<file path="config.mk">
export PLATFORM = sky130hd
export DESIGN_NAME = mux8_scan_ctrl
export DESIGN_NICKNAME = d
export VERILOG_FILES = /design/src/rtl/mux8_scan_ctrl.sv
export SDC_FILE = /design/constraint.sdc
export NUM_CORES = 1
export LEC_CHECK = 0
export BUFFER_PORTS_ARGS = -buffer_cell sky130_fd_sc_hd__buf_2
export CORE_MARGIN = 3
export CORE_UTILIZATION = 45
export DETAILED_ROUTE_END_ITERATION = 10
export PLACE_DENSITY = 0.68
export SYNTH_ARGS = -nofsm -noshare
export SYNTH_HDL_FRONTEND = slang
export SYNTH_SLANG_ARGS = --single-unit
</file>
<file path="constraint.sdc">
create_clock -name clk -period 2.8 [get_ports clk]
set_clock_uncertainty 0.05 [all_clocks]
set_input_delay 0.14 -clock clk [delete_from_list [all_inputs] [get_ports clk]]
set_output_delay 0.14 -clock clk [all_outputs]
set_load 0.05 [all_outputs]
</file>
<file path="src/rtl/mux8_scan_ctrl.sv">
// Scan sequencer for an 8:1 data mux: steps select over every channel, packs the nibbles
// into one frame and hands it off with valid/ready. Define MUX_SCAN_CONT_EN for continuous scanning.
module mux8_scan_ctrl #(
    parameter int DATA_W  = 4,
    parameter int SEL_W   = 3,
    parameter int FRAME_W = DATA_W * (2 ** SEL_W)
) (
    input  logic               clk,
    input  logic               rst,
    input  logic               start,
    input  logic [DATA_W-1:0]  mux_out,
    output logic [SEL_W-1:0]   select,
    output logic               busy,
    output logic [FRAME_W-1:0] frame,
    output logic               frame_valid,
    input  logic               frame_ready,
    output logic [7:0]         frame_cnt
);

    typedef enum logic [1:0] {
        IDLE = 2'd0,
        SCAN = 2'd1,
        HOLD = 2'd2
    } state_t;

    localparam logic [SEL_W-1:0] LAST_SEL = '1;

    state_t state;
    state_t state_nx;
    logic   accept;

    assign accept = (state == HOLD) && frame_ready;

    // NOTE: sequential state is updated with non-blocking assignments so every
    // register samples the values from before the edge.
    always_ff @(posedge clk) begin
        if (rst) begin
            state <= IDLE;
        end else begin
            state <= state_nx;
        end
    end

    // NOTE: the next state defaults to the current one before the case, so no
    // path leaves state_nx unassigned and no latch is inferred.
    always_comb begin
        state_nx = state;
        case (state)
            IDLE: if (start) state_nx = SCAN;
            SCAN: if (select == LAST_SEL) state_nx = HOLD;
            HOLD: begin
                if (frame_ready) begin
`ifdef MUX_SCAN_CONT_EN
                    state_nx = SCAN;
`else
                    state_nx = IDLE;
`endif
                end
            end
            default: state_nx = IDLE;
        endcase
    end

    always_comb begin
        busy        = 1'b0;
        frame_valid = 1'b0;
        case (state)
            SCAN: busy = 1'b1;
            HOLD: begin
                busy        = 1'b1;
                frame_valid = 1'b1;
            end
            default: ;
        endcase
    end

    // The mux is combinational, so mux_out already reflects the select presented this cycle.
    always_ff @(posedge clk) begin
        if (rst) begin
            select <= '0;
        end else if (state == SCAN && select != LAST_SEL) begin
            select <= select + 1'b1;
        end else begin
            select <= '0;
        end
    end

    // NOTE: the frame store is reset because an aborted scan must leave no partial data behind.
    always_ff @(posedge clk) begin
        if (rst) begin
            frame <= '0;
        end else if (state == SCAN) begin
            frame[select*DATA_W +: DATA_W] <= mux_out;
        end
    end

    always_ff @(posedge clk) begin
        if (rst) begin
            frame_cnt <= '0;
        end else if (accept) begin
            frame_cnt <= frame_cnt + 8'd1;
        end
    end

endmodule

</file>
==> results.tsv, run 1 <==
metric	value	unit
final setup vio count	0	
metal2 WL	1.93	mm
WL/cell	13.7	um
fin crit period	2220	ps
Critical Path Fanout Max	14	
Cell Area, Synth	2150	um2
top-count cell post-synth	dfxtp_1	
Worst-Skew Late Latency	290	ps
Synth-to-Final Area Change	17.6	%
Die Y-Extent	75.1	um
vias after detailed routing	1700	
clock power share	31.9	%
H-tree levels	2	
final WL	4.43	mm
full die area	5630	um2
die width	75.1	um
critical path data required time	2970	ps
max frequency	450	MHz
# IOs	53	
Post-Syn Nets	237	
switching share of power	27.9	%
row count	24	
IO Port Bufs	52	
CTS buffer count	5	
number of synthesized flops with an enable pin	0	
Hold/Removal Path Class	in2reg	
Yosys Warn Count	0	
DR WL met3	313	um
CTS resizes	0	
VDD IR-drop max	0.000327	V
sequential area share after synthesis	42.0	%
CTS tree	yes	
post-synth top area share	42.0	%
initial antenna violation count	0	
vias per cell	5.28	
Worst setup EP type	flop	
RSZ-0062 raised after global routing	false	
cell-internal power	877	uW
DR top layer	met4	
Worst-Margin Slew	764	ps
Synth Instances	217	
Placer Congestion	0.764	
wire length on met1	2.09	mm
CP startpoint kind	flop	
core area	4470	um2
Ant. Diodes	0	
Post-synth top cells	dfxtp_1, nand2b_1, mux2i_1	
First-pass DRT Iterations	4	
relative slew slack	49.1	%
Layout Nets	289	
Max Cap Viol	0	
first-pass GRT wire length	7.26	mm
Psw	339	uW
status	completed	
Final Hold Fails	0	
Lkg Pwr	0.00120	uW
Avg Synthesized Cell Area	9.89	um2
Power Density	482	nW/um2
Async SR Flop Fraction	0	%
Starting Density	48.0	%
largest cells by area after synthesis	dfxtp_1, mux2i_1, nand2b_1	
setup repair bufs after CTS	0	
arrival time worst endpoint	2390	ps
WS Path Type	reg2reg	
DRC viols	0	
dominant cell type by area after synthesis	dfxtp_1	
Clock transition at path regs	80	ps
clock sink count	45	
setup tns final	0	ps
dpl hpwl	3.21	mm
Root Buffer	clkbuf_8	
vias in the first global route	1587	
Bufs on Longest Clock Path	2	
period utilization	79.4	%
DR iter-0 viols	68	
share of cells above drive strength 1	26.3	%
synthesized flop and latch total	45	
Finished Layout Cells	322	
count of different cell masters after synthesis	34	
pin count of the biggest net entering global routing	49	
GRT Total Usage	16.8	%
Synth Flop Type	dfxtp_1	
combinational power share	13.7	%
hold_buf cts	0	
Placed Cells	314	
ANT nets after route	0	
total grt overflow	0	
Reg power frac	54.4	%
pins over their slew limit	0	
[power by group through the flow]
| stage | logic (uW) | registers (uW) | clock network [uW] |
|---|---|---|---|
| floorplan | 110 | 696 | 0 |
| CTS | 168 | 661 | 403 |
| global placement | 167 | 676 | 0 |
| detailed placement | 167 | 676 | 0 |
| finish | 167 | 661 | 387 |
| global route | 182 | 663 | 422 |
[through the flow]
step / instance area (um2) / power [uW] / utilization, % / setup WS, ps / hold WS [ps]
final: 2520 / 1220 / 56.4 / 577 / 74.4
after global routing: 2520 / 1270 / 56.4 / 401 / 88.8
after CTS: 2520 / 1230 / 56.4 / 575 / 67.4
after detailed placement: 2440 / 843 / 54.5 / 630 / 385
after global placement: 2440 / 843 / 54.5 / 711 / 378
after floorplan: 2150 / 806 / - / 469 / 238
[registers in the layout, summed over array words and instances, names as in the netlist]
name and flops:
select 3, frame 32, frame_cnt 8, state 2
[cell families after synthesis]
group	Yosys count	share of synthesized area, %
simple gates	86	27.2
flops	45	42.0
compound gates	34	9.04
mux	24	11.2
buf+inv	14	2.74
fa+ha+maj	12	7.00
xor+xnor	2	0.816
[path summary, 6_finish.rpt]
| path | cells past startpoint | startpoint | to | slack [ps] |
|---|---|---|---|---|
| worst max-delay path | 6 | select[0]$_SDFF_PP0_ | frame[29]$_SDFFE_PP0P_ | 580 |
| worst max register to register | 6 | select[0]$_SDFF_PP0_ | frame[29]$_SDFFE_PP0P_ | 580 |
| worst min-delay path | 3 | start | state[0]$_SDFFE_PP0P_ | 70 |
| worst min register to register | 2 | frame[10]$_SDFFE_PP0P_ | frame[10]$_SDFFE_PP0P_ | 420 |
[worst max-delay path, cell delays in order, from the launching register on]
cell and delay, ps:
dfxtp_1 620, inv_1 130, ha_1 240, ha_1 350, and2b_1 400, nand3_4 150
mux2i_1 210
[per-layer routing]
layer  up-vias  GRT usage, %
li1        868             -
met1       780          21.9
met2        43          25.8
met3         9          5.07
met4         0          7.31
met5         -             0
[layout make-up]
type | count | area [um2]
Fill cell | 412 | 1950
Multi-Input combinational cell | 158 | 1190
Sequential cell | 45 | 901
Timing Repair Buffer | 52 | 260
Clock buffer | 7 | 76.3
Tap cell | 52 | 65.1
Inverter | 7 | 26.3
Clock inverter | 1 | 7.51
[layout by cell type (no fill, tap or decap)]
master,count
o21ai_1,8
o311a_1,1
or4_4,1
nor2_1,2
nand4bb_1,1
nor3b_1,2
a21oi_2,1
nand2b_1,26
nor2b_1,3
xnor2_1,1
nand4b_1,1
a21oi_1,15
o211a_1,1
clkbuf_8,5
clkinvlp_4,1
and4bb_1,2
o21ai_0,4
nand4_1,5
nor3_1,3
nor4b_2,3
nand2_2,3
and2b_1,1
or3_1,6
inv_1,7
o31ai_1,3
nand3_1,7
clkbuf_1,2
o211ai_1,1
nand2_1,15
nand4_2,2
xor2_1,1
dfxtp_1,45
mux2i_1,24
nand3_4,3
buf_2,52
ha_1,12
Power figures use the tool's default switching activity.
==> run 2, diff against run 1 <==
--- a/config.mk
+++ b/config.mk
@@ -9,7 +9,7 @@
 export CORE_MARGIN = 3
 export CORE_UTILIZATION = 45
 export DETAILED_ROUTE_END_ITERATION = 10
-export PLACE_DENSITY = 0.68
+export PLACE_DENSITY = 0.71
 export SYNTH_ARGS = -nofsm -noshare
 export SYNTH_HDL_FRONTEND = slang
 export SYNTH_SLANG_ARGS = --single-unit
==> constraint.sdc (replaced) <==
create_clock -name clk -period 2 [get_ports clk]
set_clock_uncertainty 0.05 [all_clocks]
set_input_delay 0.1 -clock clk [delete_from_list [all_inputs] [get_ports clk]]
set_output_delay 0.1 -clock clk [all_outputs]
set_load 0.05 [all_outputs]
==> run 2 against run 1 <==
Via count rose by 1.1%. First-iteration DRC count decreased by 8.8%. Sequential share of layout area decreased by 0.59 points. Total power grew 49%. Critical path depth is 1 lower. Largest cell class unchanged.
==> results.tsv, run 2 (same netlist as run 1, synthesis figures left out) <==
metric	value	unit	change
Biggest register	frame		unchanged
Setup WS post-layout	165	ps	was 577 ps
max frequency	545	MHz	was 450 MHz
setup repair bufs after CTS	0		unchanged
Clock transition at path regs	70	ps	was 80 ps
Synth-to-Final Area Change	20.2	%	was 17.6%
fin crit period	1840	ps	was 2220 ps
most frequent cells in the layout	buf_2, dfxtp_1, nand2b_1		unchanged
setup tns final	0	ps	unchanged
Ant. Diodes	0		unchanged
CP startpoint kind	flop		unchanged
Reg power frac	50.7	%	was 54.4%
Finished Layout Cells	325		was 322
pin count of the biggest net entering global routing	33		was 49
final core occ	57.6	%	was 56.4%
vias after detailed routing	1718		was 1700
hold_buf cts	0		unchanged
relative slew slack	68.7	%	was 49.1%
final WL	4.46	mm	was 4.43 mm
worst setup path start	select[2]$_SDFF_PP0_		was select[0]$_SDFF_PP0_
commonest non-fill, non-tap cell in the layout	buf_2		unchanged
Layout Nets	292		was 289
Worst R2R Start	select[2]$_SDFF_PP0_		was select[0]$_SDFF_PP0_
WS Path Type	reg2reg		unchanged
Hold/Removal Path Class	in2reg		unchanged
First-pass DRT Iterations	4		unchanged
Bufs on Longest Clock Path	2		unchanged
GRT Total Usage	16.9	%	was 16.8%
Critical R2R Capture	frame[16]$_SDFFE_PP0P_		was frame[29]$_SDFFE_PP0P_
R2R cell count	5		was 6
Hold Path Sink	state[0]$_SDFFE_PP0P_		unchanged
Max Cap Viol	0		unchanged
initial antenna violation count	0		unchanged
VDD IR-drop max	0.000356	V	was 0.000327 V
Power Density	703	nW/um2	was 482 nW/um2
Final Hold Fails	0		unchanged
period utilization	91.8	%	was 79.4%
clock power share	35.7	%	was 31.9%
DRC viols	0		unchanged
ANT nets after route	0		unchanged
full die area	5630	um2	unchanged
CTS resizes	0		unchanged
share of cells above drive strength 1	28.6	%	was 26.3%
critical path data required time	2180	ps	was 2970 ps
DR iter-0 viols	62		was 68
CTS buffer count	5		unchanged
status	completed		unchanged
Hold WS	39.2	ps	was 74.4 ps
vias per cell	5.29		was 5.28
total grt overflow	0		unchanged
Worst-Margin Slew	470	ps	was 764 ps
WL/cell	13.7	um	about the same
Placed Cells	317		was 314
Lkg Pwr	0.00123	uW	was 0.00120 uW
row count	24		unchanged
first-pass GRT wire length	7.39	mm	was 7.26 mm
switching share of power	26.0	%	was 27.9%
dpl hpwl	3.32	mm	was 3.21 mm
max reg flops	32		unchanged
arrival time worst endpoint	2010	ps	was 2390 ps
die width	75.1	um	unchanged
Starting Density	48.0	%	unchanged
pins over their slew limit	0		unchanged
Critical Path Fanout Max	8		was 14
H-tree levels	2		unchanged
Die Y-Extent	75.1	um	unchanged
Placer Congestion	0.851		was 0.764
final setup vio count	0		unchanged
hold_sp	start		unchanged
IO Port Bufs	52		unchanged
Worst Hold Path Cells	3		unchanged
CTS tree	yes		unchanged
vias in the first global route	1615		was 1587
core area	4470	um2	unchanged
cell-internal power	1340	uW	was 877 uW
RSZ-0062 raised after global routing	false		unchanged
Largest regs	frame: 32 flops, frame_cnt: 8 flops, select: 3 flops		unchanged
Psw	472	uW	was 339 uW
# IOs	53		unchanged
clock sink count	45		unchanged
Worst-Skew Late Latency	290	ps	about the same
combinational power share	13.6	%	was 13.7%
Post-Place Worst Slack	220	ps	was 630 ps
Worst setup EP type	flop		unchanged
Worst R2R Setup Slack	160	ps	was 580 ps
Root Buffer	clkbuf_8		unchanged
==> run 2: changes by cell type in the layout (fill, tap and decap cells not counted), sizes merged <==
| cell | before | now |
|---|---|---|
| buf | 52 | 55 |
| clkbuf | 7 | 8 |
| clkinvlp | 1 | 0 |
==> run 2: per-stage QoR <==
step	power, uW	instance area (um2)
2_1_floorplan	1130	2150
3_3_place_gp	1180	2470
3_5_place_dp	1190	2470
4_1_cts	1840	2580
5_1_grt	1900	2580
6_report	1810	2580
==> run 2: how the worst max path moves through the flow <==
stage / to / cells past startpoint
finish: frame[16]$_SDFFE_PP0P_ / 5
global route: frame[16]$_SDFFE_PP0P_ / 5
CTS: frame[16]$_SDFFE_PP0P_ / 6
floorplan: frame[28]$_SDFFE_PP0P_ / 7
global placement: frame[28]$_SDFFE_PP0P_ / 5
detailed placement: frame[16]$_SDFFE_PP0P_ / 6
==> run 2: worst max-delay path, stage by stage, from the launching register on <==
cell	delay, ps
dfxtp_1	490
inv_1	110
ha_1	390
nor4b_2	390
nand4_1	170
a21oi_1	170
==> run 2: area by class of cell <==
cell class              instances  area (um2)
clock buffers                   8         111
fillers                       414        1900
inverters                       7        26.3
multi-input cells             158        1190
flip-flops and latches         45         906
well taps                      52        65.1
repair buffers                 55         283
==> run 2: per-layer routing <==
metal	global-route usage [%]	wire length, um
met5	0	0
met4	4.74	55
met3	5.74	270
met2	27.6	2030
met1	21.4	2100
==> run 2: power by group through the flow <==
stage	Combinational (uW)	Sequential [uW]	Clock, uW
3_3_place_gp	243	940	0
5_1_grt	268	922	708
6_report	246	919	648
2_1_floorplan	155	975	0
3_5_place_dp	247	940	0
4_1_cts	248	919	670
==> run 3, diff against run 2 <==
--- a/config.mk
+++ b/config.mk
@@ -7,9 +7,9 @@
 export LEC_CHECK = 0
 export BUFFER_PORTS_ARGS = -buffer_cell sky130_fd_sc_hd__buf_2
 export CORE_MARGIN = 3
-export CORE_UTILIZATION = 45
+export CORE_UTILIZATION = 47
 export DETAILED_ROUTE_END_ITERATION = 10
-export PLACE_DENSITY = 0.71
+export PLACE_DENSITY = 0.74
 export SYNTH_ARGS = -nofsm -noshare
 export SYNTH_HDL_FRONTEND = slang
 export SYNTH_SLANG_ARGS = --single-unit
==> run 3 against run 2 <==
Combinational power about the same. Sequential power about the same. Total power fell by 2.3%. Non-clock buffer count increased by 1. Die area is 3.9% lower. Count of clock-buffer cells in the layout decreased by 1. Sequential cell count unchanged. Register-to-register slack better by 40 ps. Clock power shrank 6.5%. Setup slack gained 38 ps. Critical path depth grew 1. Global-route usage is 0.56 points higher. Critical path type unchanged.
==> results.tsv, run 3 (same netlist as run 1, synthesis figures left out) <==
metric	value	unit	change
Largest regs	frame: 32 flops, frame_cnt: 8 flops, select: 3 flops		unchanged
CTS tree	yes		unchanged
first-pass GRT wire length	7.45	mm	was 7.39 mm
WS Path Type	reg2reg		unchanged
pin count of the biggest net entering global routing	34		was 33
setup tns final	0	ps	unchanged
die width	73.6	um	was 75.1 um
Die Y-Extent	73.6	um	was 75.1 um
max reg flops	32		unchanged
First-pass DRT Iterations	4		unchanged
most frequent cells in the layout	buf_2, dfxtp_1, nand2b_1		unchanged
vias in the first global route	1669		was 1615
total grt overflow	0		unchanged
vias per cell	5.36		was 5.29
Synth-to-Final Area Change	19.9	%	was 20.2%
CTS buffer count	5		unchanged
CP startpoint kind	flop		unchanged
Max Cap Viol	0		unchanged
Worst setup EP type	flop		unchanged
Ant. Diodes	0		unchanged
Critical Path Fanout Max	7		was 8
IO Port Bufs	52		unchanged
share of cells above drive strength 1	29.2	%	was 28.6%
arrival time worst endpoint	1970	ps	was 2010 ps
RSZ-0062 raised after global routing	false		unchanged
WL/cell	13.7	um	about the same
fin crit period	1800	ps	was 1840 ps
row count	23		was 24
Bufs on Longest Clock Path	2		unchanged
commonest non-fill, non-tap cell in the layout	buf_2		unchanged
CTS resizes	0		unchanged
Worst-Margin Slew	503	ps	was 470 ps
H-tree levels	2		unchanged
setup repair bufs after CTS	0		unchanged
Final Hold Fails	0		unchanged
Root Buffer	clkbuf_8		unchanged
Lkg Pwr	0.00123	uW	about the same
Worst-Skew Late Latency	300	ps	was 290 ps
full die area	5410	um2	was 5630 um2
vias after detailed routing	1736		was 1718
critical path data required time	2170	ps	was 2180 ps
final setup vio count	0		unchanged
Biggest register	frame		unchanged
CP top delay family	adder cells		was simple AND/OR/NAND/NOR gates
DR iter-0 viols	50		was 62
clock sink count	45		unchanged
final WL	4.44	mm	was 4.46 mm
DRC viols	0		unchanged
Bufs and invs on worst path	1		unchanged
CP peak stage delay	380	ps	was 490 ps
Crit path top cell by count	ha_1		
relative slew slack	66.4	%	was 68.7%
hold_buf cts	0		unchanged
final core occ	61.3	%	was 57.6%
period utilization	89.9	%	was 91.8%
CP max-delay cell	ha_1		was dfxtp_1
VDD IR-drop max	0.000425	V	was 0.000356 V
# IOs	53		unchanged
CP Cell Sequence	inv_1 > ha_1 > ha_1 > nor4b_2 > nand4_1 > a21oi_1		was inv_1 > ha_1 > nor4b_2 > nand4_1 > a21oi_1
Starting Density	51.1	%	was 48.0%
status	completed		unchanged
Hold/Removal Path Class	in2reg		unchanged
pins over their slew limit	0		unchanged
Layout Nets	293		was 292
dpl hpwl	3.27	mm	was 3.32 mm
max frequency	556	MHz	was 545 MHz
GRT Total Usage	17.5	%	was 16.9%
core area	4200	um2	was 4470 um2
Clock transition at path regs	80	ps	was 70 ps
initial antenna violation count	0		unchanged
ANT nets after route	0		unchanged
Placer Congestion	0.755		was 0.851
Power Density	689	nW/um2	was 703 nW/um2
==> run 3: final cells by class <==
type | count | area [um2]
tap | 50 | 62.6
inverter | 7 | 26.3
clock inverter | 1 | 5.00
sequential | 45 | 906
timing repair buffer | 56 | 290
clock buffer | 7 | 96.3
fill | 385 | 1630
multi-input combinational | 158 | 1190
==> run 3: metal layers <==
layer  vias up  track usage, %  part of all wire, %
met2        42            28.7                   47
met4         0            5.43                  1.1
met5         -               0                    0
met3         6            5.88                  6.4
met1       807            21.5                   45
li1        881               -                    -
==> run 3: per-stage QoR <==
step | area, um2 | total power (uW) | hold WS (ps) | worst slack, ps | cells
floorplan | 2150 | 1130 | 198 | 24.8 | 217
global placement | 2470 | 1190 | 340 | 294 | 316
detailed placement | 2470 | 1190 | 346 | 257 | 316
CTS | 2570 | 1790 | 24.2 | 214 | 324
global route | 2570 | 1850 | 11.5 | 49.7 | 324
finish | 2570 | 1770 | 28.7 | 203 | 324
==> run 3: worst paths after layout <==
kind	startpoint	end	slack (ps)	cells after the start
setup / recovery	select[0]$_SDFF_PP0_	frame[19]$_SDFFE_PP0P_	200	6
hold / removal	start	state[0]$_SDFFE_PP0P_	30	3
setup reg to reg	select[0]$_SDFF_PP0_	frame[19]$_SDFFE_PP0P_	200	6
hold reg to reg	frame[25]$_SDFFE_PP0P_	frame[25]$_SDFFE_PP0P_	420	2
==> run 3: tightest hold or removal path: stages <==
cell and delay [ps]:
buf_2 100, nand4_1 70, a21oi_1 50
==> run 3: where the power goes <==
group | switching, uW | internal [uW] | leakage (uW)
logic | 171 | 75.0 | 0.000815
registers | 10.2 | 909 | 0.000364
clock network | 294 | 312 | 0.0000542
